<file path="config.mk">
export PLATFORM = sky130hd
export DESIGN_NAME = share_mem_wr_arbiter
export DESIGN_NICKNAME = d
export VERILOG_FILES = /design/src/rtl/share_mem_wr_arbiter_pkg.sv /design/src/rtl/share_mem_wr_arbiter_rr_pick.sv /design/src/rtl/share_mem_wr_arbiter.sv
export SDC_FILE = /design/constraint.sdc
export NUM_CORES = 1
export LEC_CHECK = 0
export ABC_AREA = 0
export CAP_MARGIN = 20
export CORE_ASPECT_RATIO = 0.6
export CORE_UTILIZATION = 65
export CTS_CLUSTER_DIAMETER = 40
export CTS_CLUSTER_SIZE = 14
export DETAILED_ROUTE_END_ITERATION = 12
export DONT_BUFFER_PORTS = 1
export PLACE_DENSITY_LB_ADDON = 0.08
export REMOVE_ABC_BUFFERS = 1
export SLEW_MARGIN = 30
export SYNTH_ARGS = -nofsm -noshare
export SYNTH_HDL_FRONTEND = slang
export SYNTH_SLANG_ARGS = --single-unit
</file>
<file path="constraint.sdc">
create_clock -name clk -period 2.6 [get_ports clk]
set_input_delay 0.52 -clock clk [delete_from_list [all_inputs] [get_ports clk]]
set_output_delay 0.52 -clock clk [all_outputs]
set_load 0.01 [all_outputs]
</file>
<file path="src/rtl/share_mem_wr_arbiter_pkg.sv">
// Shared constants and FSM state encoding for the shared-memory write arbiter.
// Used by share_mem_wr_arbiter and any read-side scheduler built on the same ports.
package share_mem_wr_arbiter_pkg;

    localparam int PORT_NUB_TOTAL = 4;
    localparam int DATA_WIDTH     = 8;

    typedef enum logic [1:0] {
        IDLE = 2'd0,
        XFER = 2'd1,
        REL  = 2'd2
    } arb_state_t;

endpackage

</file>
<file path="src/rtl/share_mem_wr_arbiter_rr_pick.sv">
// Combinational round-robin picker: first requester found scanning ptr, ptr+1, ...
// modulo PORT_NUB. Returns the one-hot select, its index and whether any request was seen.
module share_mem_wr_arbiter_rr_pick #(
    parameter int PORT_NUB  = 4,
    parameter int WIDTH_SEL = $clog2(PORT_NUB)
) (
    input  logic [PORT_NUB-1:0]  req,
    input  logic [WIDTH_SEL-1:0] ptr,
    output logic [PORT_NUB-1:0]  pick_onehot,
    output logic [WIDTH_SEL-1:0] pick_idx,
    output logic                 pick_valid
);

    logic [WIDTH_SEL-1:0] cand_idx [PORT_NUB];
    logic [PORT_NUB-1:0]  cand_req;

    // Candidate gi is the port gi places after ptr, wrapped without a modulo operator.
    genvar gi;
    generate
        for (gi = 0; gi < PORT_NUB; gi++) begin : g_cand
            logic [WIDTH_SEL:0] sum;
            assign sum = {1'b0, ptr} + (WIDTH_SEL+1)'(gi);
            assign cand_idx[gi] = (sum >= (WIDTH_SEL+1)'(PORT_NUB))
                                ? WIDTH_SEL'(sum - (WIDTH_SEL+1)'(PORT_NUB))
                                : WIDTH_SEL'(sum);
            assign cand_req[gi] = req[cand_idx[gi]];
        end
    endgenerate

    always_comb begin
        pick_idx = '0;
        for (int k = PORT_NUB - 1; k >= 0; k--) begin
            if (cand_req[k]) begin
                pick_idx = cand_idx[k];
            end
        end
        pick_valid  = |req;
        pick_onehot = pick_valid ? (PORT_NUB'(1) << pick_idx) : '0;
    end

endmodule

</file>
<file path="src/rtl/share_mem_wr_arbiter.sv">
// Round-robin, burst-locked arbiter for the shared-memory write port.
// Optional idle-owner watchdog enabled by defining ARB_WATCHDOG_EN.
module share_mem_wr_arbiter #(
    parameter int PORT_NUB   = share_mem_wr_arbiter_pkg::PORT_NUB_TOTAL,
    parameter int WIDTH_SEL  = $clog2(PORT_NUB),
    parameter int DATA_WIDTH = share_mem_wr_arbiter_pkg::DATA_WIDTH,
    parameter int MAX_BURST  = 16
`ifdef ARB_WATCHDOG_EN
    ,
    parameter int TIMEOUT    = 32
`endif
) (
    input  logic                            clk,
    input  logic                            rst,
    input  logic [PORT_NUB-1:0]             in_req,
    input  logic [PORT_NUB-1:0]             in_vaild,
    input  logic [PORT_NUB-1:0]             in_done,
    input  logic [PORT_NUB*WIDTH_SEL-1:0]   in_rx_port,
    input  logic [PORT_NUB*DATA_WIDTH-1:0]  in_data,
    input  logic                            mem_ready,
    output logic [PORT_NUB-1:0]             grant,
    output logic                            out_vaild,
    output logic [WIDTH_SEL-1:0]            out_tx_port,
    output logic [WIDTH_SEL-1:0]            out_rx_port,
    output logic [DATA_WIDTH-1:0]           out_data,
    output logic                            out_sop,
    output logic                            out_eop,
    output logic [$clog2(MAX_BURST+1)-1:0]  out_len,
    output logic                            busy,
    output logic                            err
);
    import share_mem_wr_arbiter_pkg::*;

    localparam int LEN_W = $clog2(MAX_BURST + 1);

    arb_state_t state_reg, state_next;
    logic [WIDTH_SEL-1:0]  owner_reg, owner_next;
    logic [WIDTH_SEL-1:0]  rr_ptr_reg, rr_ptr_next;
    logic [LEN_W-1:0]      beat_cnt_reg, beat_cnt_next;
    logic                  ovf_reg, ovf_next;
    logic [PORT_NUB-1:0]   grant_reg, grant_next;
    logic                  vaild_reg, vaild_next;
    logic [WIDTH_SEL-1:0]  tx_reg, tx_next;
    logic [WIDTH_SEL-1:0]  rx_reg, rx_next;
    logic [DATA_WIDTH-1:0] data_reg, data_next;
    logic                  sop_reg, sop_next;
    logic                  eop_reg, eop_next;
    logic [LEN_W-1:0]      len_reg, len_next;
    logic                  err_reg, err_next;
`ifdef ARB_WATCHDOG_EN
    localparam int WD_W = $clog2(TIMEOUT + 1);
    logic [WD_W-1:0]       wd_cnt_reg, wd_cnt_next;
`endif

    logic [PORT_NUB-1:0]   pick_onehot;
    logic [WIDTH_SEL-1:0]  pick_idx;
    logic                  pick_valid;

    logic [WIDTH_SEL-1:0]  rx_arr   [PORT_NUB];
    logic [DATA_WIDTH-1:0] data_arr [PORT_NUB];

    genvar gi;
    generate
        for (gi = 0; gi < PORT_NUB; gi++) begin : g_unpack
            assign rx_arr[gi]   = in_rx_port[gi*WIDTH_SEL +: WIDTH_SEL];
            assign data_arr[gi] = in_data[gi*DATA_WIDTH +: DATA_WIDTH];
        end
    endgenerate

    share_mem_wr_arbiter_rr_pick #(
        .PORT_NUB  (PORT_NUB),
        .WIDTH_SEL (WIDTH_SEL)
    ) u_rr_pick (
        .req         (in_req),
        .ptr         (rr_ptr_reg),
        .pick_onehot (pick_onehot),
        .pick_idx    (pick_idx),
        .pick_valid  (pick_valid)
    );

    always_comb begin
        state_next    = state_reg;
        owner_next    = owner_reg;
        rr_ptr_next   = rr_ptr_reg;
        beat_cnt_next = beat_cnt_reg;
        ovf_next      = ovf_reg;
        grant_next    = grant_reg;
        vaild_next    = 1'b0;
        tx_next       = '0;
        rx_next       = '0;
        data_next     = '0;
        sop_next      = 1'b0;
        eop_next      = 1'b0;
        len_next      = '0;
        err_next      = 1'b0;
`ifdef ARB_WATCHDOG_EN
        wd_cnt_next   = '0;
`endif
        unique case (state_reg)
            IDLE: begin
                if (pick_valid && mem_ready) begin
                    owner_next    = pick_idx;
                    grant_next    = pick_onehot;
                    beat_cnt_next = '0;
                    ovf_next      = 1'b0;
                    state_next    = XFER;
                end
            end
            XFER: begin
                if (in_vaild[owner_reg]) begin
                    if (beat_cnt_reg < LEN_W'(MAX_BURST)) begin
                        vaild_next    = 1'b1;
                        tx_next       = owner_reg;
                        rx_next       = rx_arr[owner_reg];
                        data_next     = data_arr[owner_reg];
                        sop_next      = (beat_cnt_reg == '0);
                        beat_cnt_next = beat_cnt_reg + 1'b1;
                    end else if (!ovf_reg) begin
                        // Only the first dropped beat of a burst raises err.
                        err_next = 1'b1;
                        ovf_next = 1'b1;
                    end
                end
`ifdef ARB_WATCHDOG_EN
                wd_cnt_next = in_vaild[owner_reg] ? '0 : wd_cnt_reg + 1'b1;
`endif
                if (in_done[owner_reg]) begin
                    grant_next = '0;
                    state_next = REL;
                end
`ifdef ARB_WATCHDOG_EN
                else if (!in_vaild[owner_reg] && wd_cnt_reg == WD_W'(TIMEOUT - 1)) begin
                    grant_next = '0;
                    err_next   = 1'b1;
                    state_next = REL;
                end
`endif
            end
            REL: begin
                eop_next      = 1'b1;
                len_next      = beat_cnt_reg;
                rr_ptr_next   = (owner_reg == WIDTH_SEL'(PORT_NUB - 1)) ? '0 : owner_reg + 1'b1;
                beat_cnt_next = '0;
                state_next    = IDLE;
            end
            default: begin
                state_next = IDLE;
            end
        endcase
    end

    always_ff @(posedge clk) begin
        if (rst) begin
            state_reg    <= IDLE;
            owner_reg    <= '0;
            rr_ptr_reg   <= '0;
            beat_cnt_reg <= '0;
            ovf_reg      <= 1'b0;
            grant_reg    <= '0;
            vaild_reg    <= 1'b0;
            tx_reg       <= '0;
            rx_reg       <= '0;
            data_reg     <= '0;
            sop_reg      <= 1'b0;
            eop_reg      <= 1'b0;
            len_reg      <= '0;
            err_reg      <= 1'b0;
`ifdef ARB_WATCHDOG_EN
            wd_cnt_reg   <= '0;
`endif
        end else begin
            state_reg    <= state_next;
            owner_reg    <= owner_next;
            rr_ptr_reg   <= rr_ptr_next;
            beat_cnt_reg <= beat_cnt_next;
            ovf_reg      <= ovf_next;
            grant_reg    <= grant_next;
            vaild_reg    <= vaild_next;
            tx_reg       <= tx_next;
            rx_reg       <= rx_next;
            data_reg     <= data_next;
            sop_reg      <= sop_next;
            eop_reg      <= eop_next;
            len_reg      <= len_next;
            err_reg      <= err_next;
`ifdef ARB_WATCHDOG_EN
            wd_cnt_reg   <= wd_cnt_next;
`endif
        end
    end

    assign grant       = grant_reg;
    assign out_vaild   = vaild_reg;
    assign out_tx_port = tx_reg;
    assign out_rx_port = rx_reg;
    assign out_data    = data_reg;
    assign out_sop     = sop_reg;
    assign out_eop     = eop_reg;
    assign out_len     = len_reg;
    assign err         = err_reg;
    assign busy        = (state_reg != IDLE);

endmodule

</file>
==> results_dict.tcl, run 1 <==
set metrics [dict create \
    cts_hold_buf 0 \
    io_pins 81 \
    portBuffers 0 \
    grt_max_degree 15 \
    grt_pass1_vias 1156 \
    crit_chain "mux4_2 > and2_4 > a41oi_2 > nor2_1" \
    hold_class "in2reg" \
    setup_tns_ns 0 \
    detail_route.first_pass.iterations 4 \
    place_inst 179 \
    cts_root_buffer "clkbuf_8" \
    core_um2 2310 \
    die_width_um 68.0 \
    rows 13 \
    seq_power_share 0.530 \
    yosysTopAreaCell "dfxtp_1" \
    viasPerCell 6.26 \
    worst_pin_slew_ns 0.490 \
    clockPowerShare 0.369 \
    cts_inserted_buffers 5 \
    fin_worst_skew_ns 0.00620 \
    ys_ff_latch 37 \
    synthTopCellsByArea "dfxtp_1 44%, mux4_2 11%, and2_4 5.2%" \
    fin_cells 187 \
    design_area_um2 1800 \
    antenna_found_initial 0 \
    die_h_um 41.6 \
    leakage_nw 0.682 \
    crit_slowest_cell "mux4_2" \
    synth_edf_count 0 \
    p_sw_frac 0.243 \
    drt-wirelength-per-cell_um 18.7 \
    cts_max_path_buffers 2 \
    fin_nets 214 \
    worstReg2RegStart "owner_reg[0]$_SDFFE_PP0P_" \
    synth_area_um2 1700 \
    min_path_cells 1 \
    clkSlewWorstSetupHoldPaths_ns 0.07 \
    ff2ff_path_depth 4 \
    place_area_um2 1710 \
    relSlewSlack 0.673 \
    synth.avg_cell_area_um2 11.1 \
    cts_max_level 2 \
    diodes 0 \
    synthFlopType "dfxtp_1" \
    detailed_place_hpwl_um 2720 \
    crit_arrival_ns 1.93 \
    routed.top_layer "met4" \
    reg2reg_to "beat_cnt_reg[4]$_SDFFE_PP0P_" \
    place.gp.congestion 0.837 \
    crit_cells 4 \
    fin_crit_ns 1.74 \
    grt_pass1_wl_um 5510 \
    cts_resized 0 \
    dieArea_um2 2830 \
    drive_gt1_frac 0.217 \
    vias 1171 \
    clock_sinks 37 \
    syn2layout_area_growth_pct 6.27 \
    met1_length_um 1480 \
    synth_cells 153 \
    largest_reg_flops 8 \
    period_share 0.670 \
    start_kind "flip-flop" \
    final-hold-violation-count 0 \
    switchingPower_uw 275 \
    yosysWarningCount 0 \
    ys_types 39 \
    drt_wl_total_um 3500 \
    worstPathRequired_ns 2.79 \
    layout_setup_ws_ns 0.859 \
    met2_length_um 1630 \
    clock_latency_ns 0.29 \
    cts_setup_buffers 0 \
    place_ws_ns 0.864 \
    maxCapViolCount 0 \
    rsz0062_at_grt "false" \
    final_common_cell "dfxtp_1" \
    critical_path.endpoint "beat_cnt_reg[4]$_SDFFE_PP0P_" \
    fill_cells 164 \
    crit_type "reg2reg" \
    setup.worst_path.start "owner_reg[0]$_SDFFE_PP0P_" \
    yosys.area.top_type_share 0.437 \
    ys_seq_area_frac 0.437 \
    met3_length_um 354 \
    crit_path_max_incr_delay_ns 0.64 \
    rrSetupSlack_ns 0.86 \
    start_util 0.735 \
    track_usage 0.270 \
    async_reset_ff_frac 0 \
    clock.fmax_mhz 574 \
    drt_iter0_drc 46 \
    power.ir.vdd_worst_mv 0.436 \
    pwr-share-comb 0.101 \
    critical_path_buf_inv_count 0 \
    mostFrequentLayoutCells "37 x dfxtp_1, 13 x nor2_1, 10 x and2_4, 9 x and2_1, 8 x mux4_2" \
    cpLargestDelayFamily "multiplexers" \
    status "complete, no violations" \
    slew_viol_final 0 \
    ant_nets 0 \
    cts_tree "done" \
    drcViolationCount 0 \
    finalSetupViolCount 0 \
    crit_path_max_fanout 9 \
    powerDensity_nw_per_um2 627 \
    intPower_uw 856 \
    endpoint_kind "flip-flop" \
    gr-total-overflow 0 \
]
per-stage QoR:
step	hold WS, ns	power, mW	util
after floorplan	0.392	0.702	-
after global placement	0.407	0.721	0.739
after detailed placement	0.415	0.724	0.739
after CTS	0.280	1.14	0.781
after global routing	0.274	1.18	0.781
final	0.287	1.13	0.781
Yosys cell counts, types with 3 or more instances:
cell type,number
and2_1,9
mux4_2,8
nor2_1,13
mux4_1,3
a21oi_1,7
inv_1,6
ha_1,3
dfxtp_1,37
a32o_1,4
nand2_1,7
nand3_1,5
nand2b_1,3
and2_4,10
mux2i_1,3
nor3_1,4
how the worst min path moves through the flow:
stage                         startpoint                      endpoint  slack [ns]
floorplan           ovf_reg$_SDFFE_PP0P_                err$_SDFF_PP0_        0.39
global placement    ovf_reg$_SDFFE_PP0P_                err$_SDFF_PP0_        0.41
detailed placement  ovf_reg$_SDFFE_PP0P_                err$_SDFF_PP0_        0.41
CTS                                  rst  beat_cnt_reg[0]$_SDFFE_PP0P_        0.28
global route                         rst     state_reg[0]$_SDFFE_PP0P_        0.27
finish                               rst     state_reg[0]$_SDFFE_PP0P_        0.29
power by group through the flow:
stage          registers, mW  clock network (mW)  logic, mW
4_1_cts                0.599               0.426      0.113
3_5_place_dp           0.612                   0      0.112
5_1_grt                0.602               0.454      0.124
6_report               0.600               0.418      0.114
2_1_floorplan          0.612                   0     0.0900
3_3_place_gp           0.612                   0      0.109
per-layer routing:
metal,GRT usage,vias up
li1,-,557
met1,0.336,546
met2,0.396,62
met3,0.121,6
met4,0.125,0
met5,0,-
kinds of logic (layout without fill, tap and decap cells):
logic type | after synthesis | after routing | synth area share
adders and majority gates | 3 | 3 | 0.0221
buffers and inverters | 12 | 16 | 0.0383
DFF | 37 | 37 | 0.437
xor gates and xnor gates | 2 | 2 | 0.0103
AOI/OAI and AO/OA | 22 | 22 | 0.104
muxes | 15 | 15 | 0.177
and+or+nand+nor | 62 | 62 | 0.212
final cells by class:
class | count | area, um^2 | share of cell area
multi-input cells | 104 | 891 | 0.494
clock buffers | 6 | 82.6 | 0.0458
repair buffers | 2 | 15.0 | 0.00833
inverters | 6 | 22.5 | 0.0125
clock inverters | 2 | 13.8 | 0.00763
well taps | 30 | 37.5 | 0.0208
flip-flops and latches | 37 | 741 | 0.411
(Power assumes the default switching activity.)
==> run 2, diff against run 1 <==
- CORE_UTILIZATION: 65 -> 55
- clock period: 2.6 -> 1.55 ns (I/O delays scaled with it)
==> results_dict.tcl, run 2 (synthesis gave the netlist of run 1 again) <==
set metrics [dict create \
    cts_root_buffer "clkbuf_8" \
    largest_reg_flops 8 \
    die_h_um 45.0 \
    portBuffers 0 \
    fin_worst_skew_ns 0.00303 \
    gr-total-overflow 0 \
    ff2ff_path_depth 5 \
    drcViolationCount 0 \
    cts_max_path_buffers 2 \
    power.ir.vdd_worst_mv 0.494 \
    clkSlewWorstSetupHoldPaths_ns 0.07 \
    setup_tns_ns 0 \
    met2_length_um 1730 \
    grt_max_degree 15 \
    syn2layout_area_growth_pct 12.4 \
    core_um2 2910 \
    clock.fmax_mhz 676 \
    leakage_nw 0.728 \
    antenna_found_initial 0 \
    utilization 0.655 \
    endpoint_kind "flip-flop" \
    reg2reg_to "out_sop$_SDFF_PP0_" \
    hold_class "in2reg" \
    ant_nets 0 \
    min_path_cells 1 \
    clock_latency_ns 0.28 \
    drt_wl_total_um 3610 \
    met1_length_um 1550 \
    rrSetupSlack_ns 0.07 \
    worstPathRequired_ns 1.73 \
    slew_viol_final 0 \
    maxCapViolCount 0 \
    worst_pin_slew_ns 0.493 \
    cts_max_level 2 \
    start_kind "flip-flop" \
    status "complete, no violations" \
    viasPerCell 5.86 \
    detailed_place_hpwl_um 2800 \
    cts_tree "done" \
    crit_type "reg2reg" \
    final_common_cell "dfxtp_1" \
    design_area_um2 1910 \
    fin_crit_ns 1.48 \
    diodes 0 \
    routed.top_layer "met4" \
    powerDensity_nw_per_um2 1060 \
    drive_gt1_frac 0.270 \
    dieArea_um2 3320 \
    grt_pass1_vias 1128 \
    place_area_um2 1790 \
    drt_iter0_drc 42 \
    vias 1202 \
    fill_cells 233 \
    period_share 0.954 \
    mostFrequentLayoutCells "35 x dfxtp_1, 13 x nor2_1, 10 x and2_4, 9 x and2_1" \
    hold_end "rr_ptr_reg[1]$_SDFFE_PP0P_" \
    track_usage 0.213 \
    worstReg2RegStart "owner_reg[0]$_SDFFE_PP0P_" \
    hp-start "rst" \
    rsz0062_at_grt "false" \
    cts_setup_buffers 0 \
    crit_path_max_fanout 14 \
    place.gp.congestion 0.818 \
    clock_sinks 37 \
    met3_length_um 292 \
    start_util 0.583 \
    die_width_um 73.7 \
    crit_arrival_ns 1.65 \
    detail_route.first_pass.iterations 4 \
    cts_inserted_buffers 5 \
    fin_nets 221 \
    rows 15 \
    io_pins 81 \
    finalSetupViolCount 0 \
    grt_pass1_wl_um 5020 \
    final-hold-violation-count 0 \
    relSlewSlack 0.671 \
    drt-wirelength-per-cell_um 17.6 \
]
[run 2: changes by cell type in the layout (fill, tap and decap cells not counted), sizes merged]
cell / previous run / this run
clkinv: 2 / 1
buf: 2 / 9
clkbuf: 6 / 5
bufinv: 0 / 1
[run 2: critical path: stages (launching register included)]
cell and delay (ns):
dfxtp_2 0.34, mux4_2 0.57, nand2_2 0.09, nor2_2 0.03, buf_4 0.18, and3_1 0.17
[run 2: area by class of cell]
class,count,area (um^2),share of cell area
multi-input cells,104,905,0.474
flip-flops and latches,37,743,0.390
repair buffers,9,80.1,0.0420
clock buffers,5,68.8,0.0361
well taps,42,52.6,0.0276
clock inverters,2,35.0,0.0184
inverters,6,22.5,0.0118
[run 2: worst max-delay path by stage]
stage	startpoint	end	slack (ns)	cells after the start
2_1_floorplan	owner_reg[0]$_SDFFE_PP0P_	beat_cnt_reg[4]$_SDFFE_PP0P_	-0.31	4
3_3_place_gp	owner_reg[0]$_SDFFE_PP0P_	grant[3]$_SDFFE_PP0P_	0.07	4
3_5_place_dp	owner_reg[0]$_SDFFE_PP0P_	grant[3]$_SDFFE_PP0P_	0.03	4
4_1_cts	owner_reg[1]$_SDFFE_PP0P_	grant[3]$_SDFFE_PP0P_	0.02	4
5_1_grt	state_reg[0]$_SDFFE_PP0P_	out_sop$_SDFF_PP0_	0.02	6
6_report	owner_reg[0]$_SDFFE_PP0P_	out_sop$_SDFF_PP0_	0.07	5
[run 2: repair_timing]
| item | CTS | global route |
|---|---|---|
| resized for setup | 0 | 4 |
| hold buffers | 0 | 0 |
| endpoints found under the hold margin | 0 | 0 |
| setup endpoints to repair | 0 | 7 |
[run 2: power by group]
| part | internal (mW) | switching (mW) |
|---|---|---|
| Combinational | 0.123 | 0.105 |
| Clock | 0.467 | 0.320 |
| Sequential | 0.975 | 0.0219 |
[run 2: per-layer routing]
metal	track usage	vias to the layer above
met5	0	-
met4	0.0923	0
met3	0.0848	4
met2	0.339	63
met1	0.260	565
li1	-	570
[run 2: metrics by stage]
step	hold WS, ns	total power, mW	instances	setup slack (ns)
floorplan	0.379	1.18	147	-0.313
global placement	0.384	1.23	198	0.0683
detailed placement	0.383	1.24	198	0.0316
CTS	0.0823	2.02	205	0.0188
global route	0.0808	2.08	205	0.0209
finish	0.0910	2.01	205	0.0718
==> run 3, diff against run 2 <==
- CORE_UTILIZATION: 55 -> 65
- PLACE_DENSITY: not set -> 0.81
- PLACE_DENSITY_LB_ADDON: 0.08 -> not set
- clock period: 1.55 -> 1.76 ns (I/O delays scaled with it)
==> results_dict.tcl, run 3 (synthesis gave the netlist of run 1 again) <==
set metrics [dict create \
    cts_setup_buffers 0 \
    crit_chain "or2_4 > or2_4 > o41ai_1 > and2_1" \
    crit_path_max_incr_delay_ns 0.46 \
    leakage_nw 0.710 \
    place_area_um2 1720 \
    min_path_cells 1 \
    cts_inserted_buffers 5 \
    drt_iter0_drc 52 \
    cpLargestDelayFamily "simple AND/OR/NAND/NOR gates" \
    fin_crit_ns 1.68 \
    drt-wirelength-per-cell_um 20.3 \
    crit_arrival_ns 1.92 \
    core_um2 2310 \
    hold_class "in2reg" \
    clock_latency_ns 0.30 \
    cpMostUsedCell "or2_4" \
    diodes 0 \
    cts_hold_buf 0 \
    track_usage 0.286 \
    worst_pin_slew_ns 0.488 \
    powerDensity_nw_per_um2 1050 \
    worstPathRequired_ns 2.00 \
    crit_path_max_fanout 8 \
    die_h_um 41.6 \
    largest_reg_flops 8 \
    io_pins 81 \
    clock.fmax_mhz 597 \
    power.ir.vdd_worst_mv 0.733 \
    crit_slowest_cell "o41ai_1" \
    cts_resized 0 \
    clkSlewWorstSetupHoldPaths_ns 0.08 \
    rows 13 \
    rsz0062_at_grt "false" \
    drcViolationCount 0 \
    dieArea_um2 2830 \
    fin_worst_skew_ns 0.0127 \
    viasPerCell 6.37 \
    detailed_place_hpwl_um 2640 \
    drt_wl_total_um 3850 \
    antenna_found_initial 0 \
    endpoint_kind "flip-flop" \
    mostFrequentLayoutCells "37 x dfxtp_1, 13 x nor2_1, 10 x and2_4, 9 x and2_1, 8 x mux4_2" \
    final_common_cell "dfxtp_1" \
    crit_cells 4 \
    period_share 0.952 \
    slew_viol_final 0 \
    finalSetupViolCount 0 \
    vias 1203 \
    maxCapViolCount 0 \
    ff2ff_path_depth 4 \
    clock_sinks 37 \
    start_util 0.735 \
    design_area_um2 1860 \
    die_width_um 68.0 \
    detail_route.first_pass.iterations 4 \
    cts_root_buffer "clkbuf_8" \
    syn2layout_area_growth_pct 9.59 \
    place.gp.congestion 0.884 \
    status "complete, no violations" \
    cts_max_level 2 \
    grt_max_degree 15 \
    portBuffers 0 \
    gr-total-overflow 0 \
    layout_setup_ws_ns 0.0845 \
    crit_type "reg2reg" \
    place_ws_ns 0.124 \
    relSlewSlack 0.674 \
    cts_tree "done" \
    fin_nets 216 \
    ant_nets 0 \
    grt_pass1_wl_um 5800 \
    start_kind "flip-flop" \
    utilization 0.805 \
    cts_max_path_buffers 2 \
    final-hold-violation-count 0 \
    grt_pass1_vias 1170 \
    critical_path_buf_inv_count 0 \
    drive_gt1_frac 0.226 \
]
run 3: report_power, final:
| part | switching [mW] | total, mW | internal [mW] |
|---|---|---|---|
| registers | 0.0261 | 0.884 | 0.858 |
| clock network | 0.315 | 0.885 | 0.570 |
| logic | 0.0842 | 0.178 | 0.0940 |
run 3: final timing paths:
kind,from,slack (ns),endpoint
worst max-delay path,state_reg[1]$_SDFFE_PP0P_,0.08,owner_reg[0]$_SDFFE_PP0P_
worst max register to register,state_reg[1]$_SDFFE_PP0P_,0.08,owner_reg[0]$_SDFFE_PP0P_
worst min-delay path,rst,0.12,owner_reg[1]$_SDFFE_PP0P_
worst min register to register,ovf_reg$_SDFFE_PP0P_,0.41,err$_SDFF_PP0_
run 3: per-layer routing:
metal | wire [um] | GRT usage | vias to the layer above | part of all wire
li1 | - | - | 560 | -
met1 | 1600 | 0.371 | 569 | 0.42
met2 | 1840 | 0.447 | 65 | 0.48
met3 | 349 | 0.0962 | 9 | 0.091
met4 | 59 | 0.0833 | 0 | 0.015
met5 | 0 | 0 | - | 0
run 3: stage by stage:
stage,power (mW),hold WS (ns),setup TNS (ns),cells
3_3_place_gp,1.07,0.406,0,181
4_1_cts,1.95,0.116,0,189
6_report,1.95,0.119,0,189
5_1_grt,2.02,0.105,0,189
3_5_place_dp,1.08,0.406,0,181
2_1_floorplan,1.04,0.392,-0.775,147
run 3: area by class of cell:
type                       instances  area [um^2]
clock buffer                       5         68.8
clock inverter                     3         68.8
fill                             140          450
inverter                           6         22.5
multi-input combinational        104          891
sequential                        37          741
tap                               30         37.5
timing repair buffer               4         30.0
run 3: worst reg2reg max path, stage by stage (launching register included):
cell and delay [ns]:
dfxtp_1 0.39, or2_4 0.29, or2_4 0.27, o41ai_1 0.46, and2_1 0.21
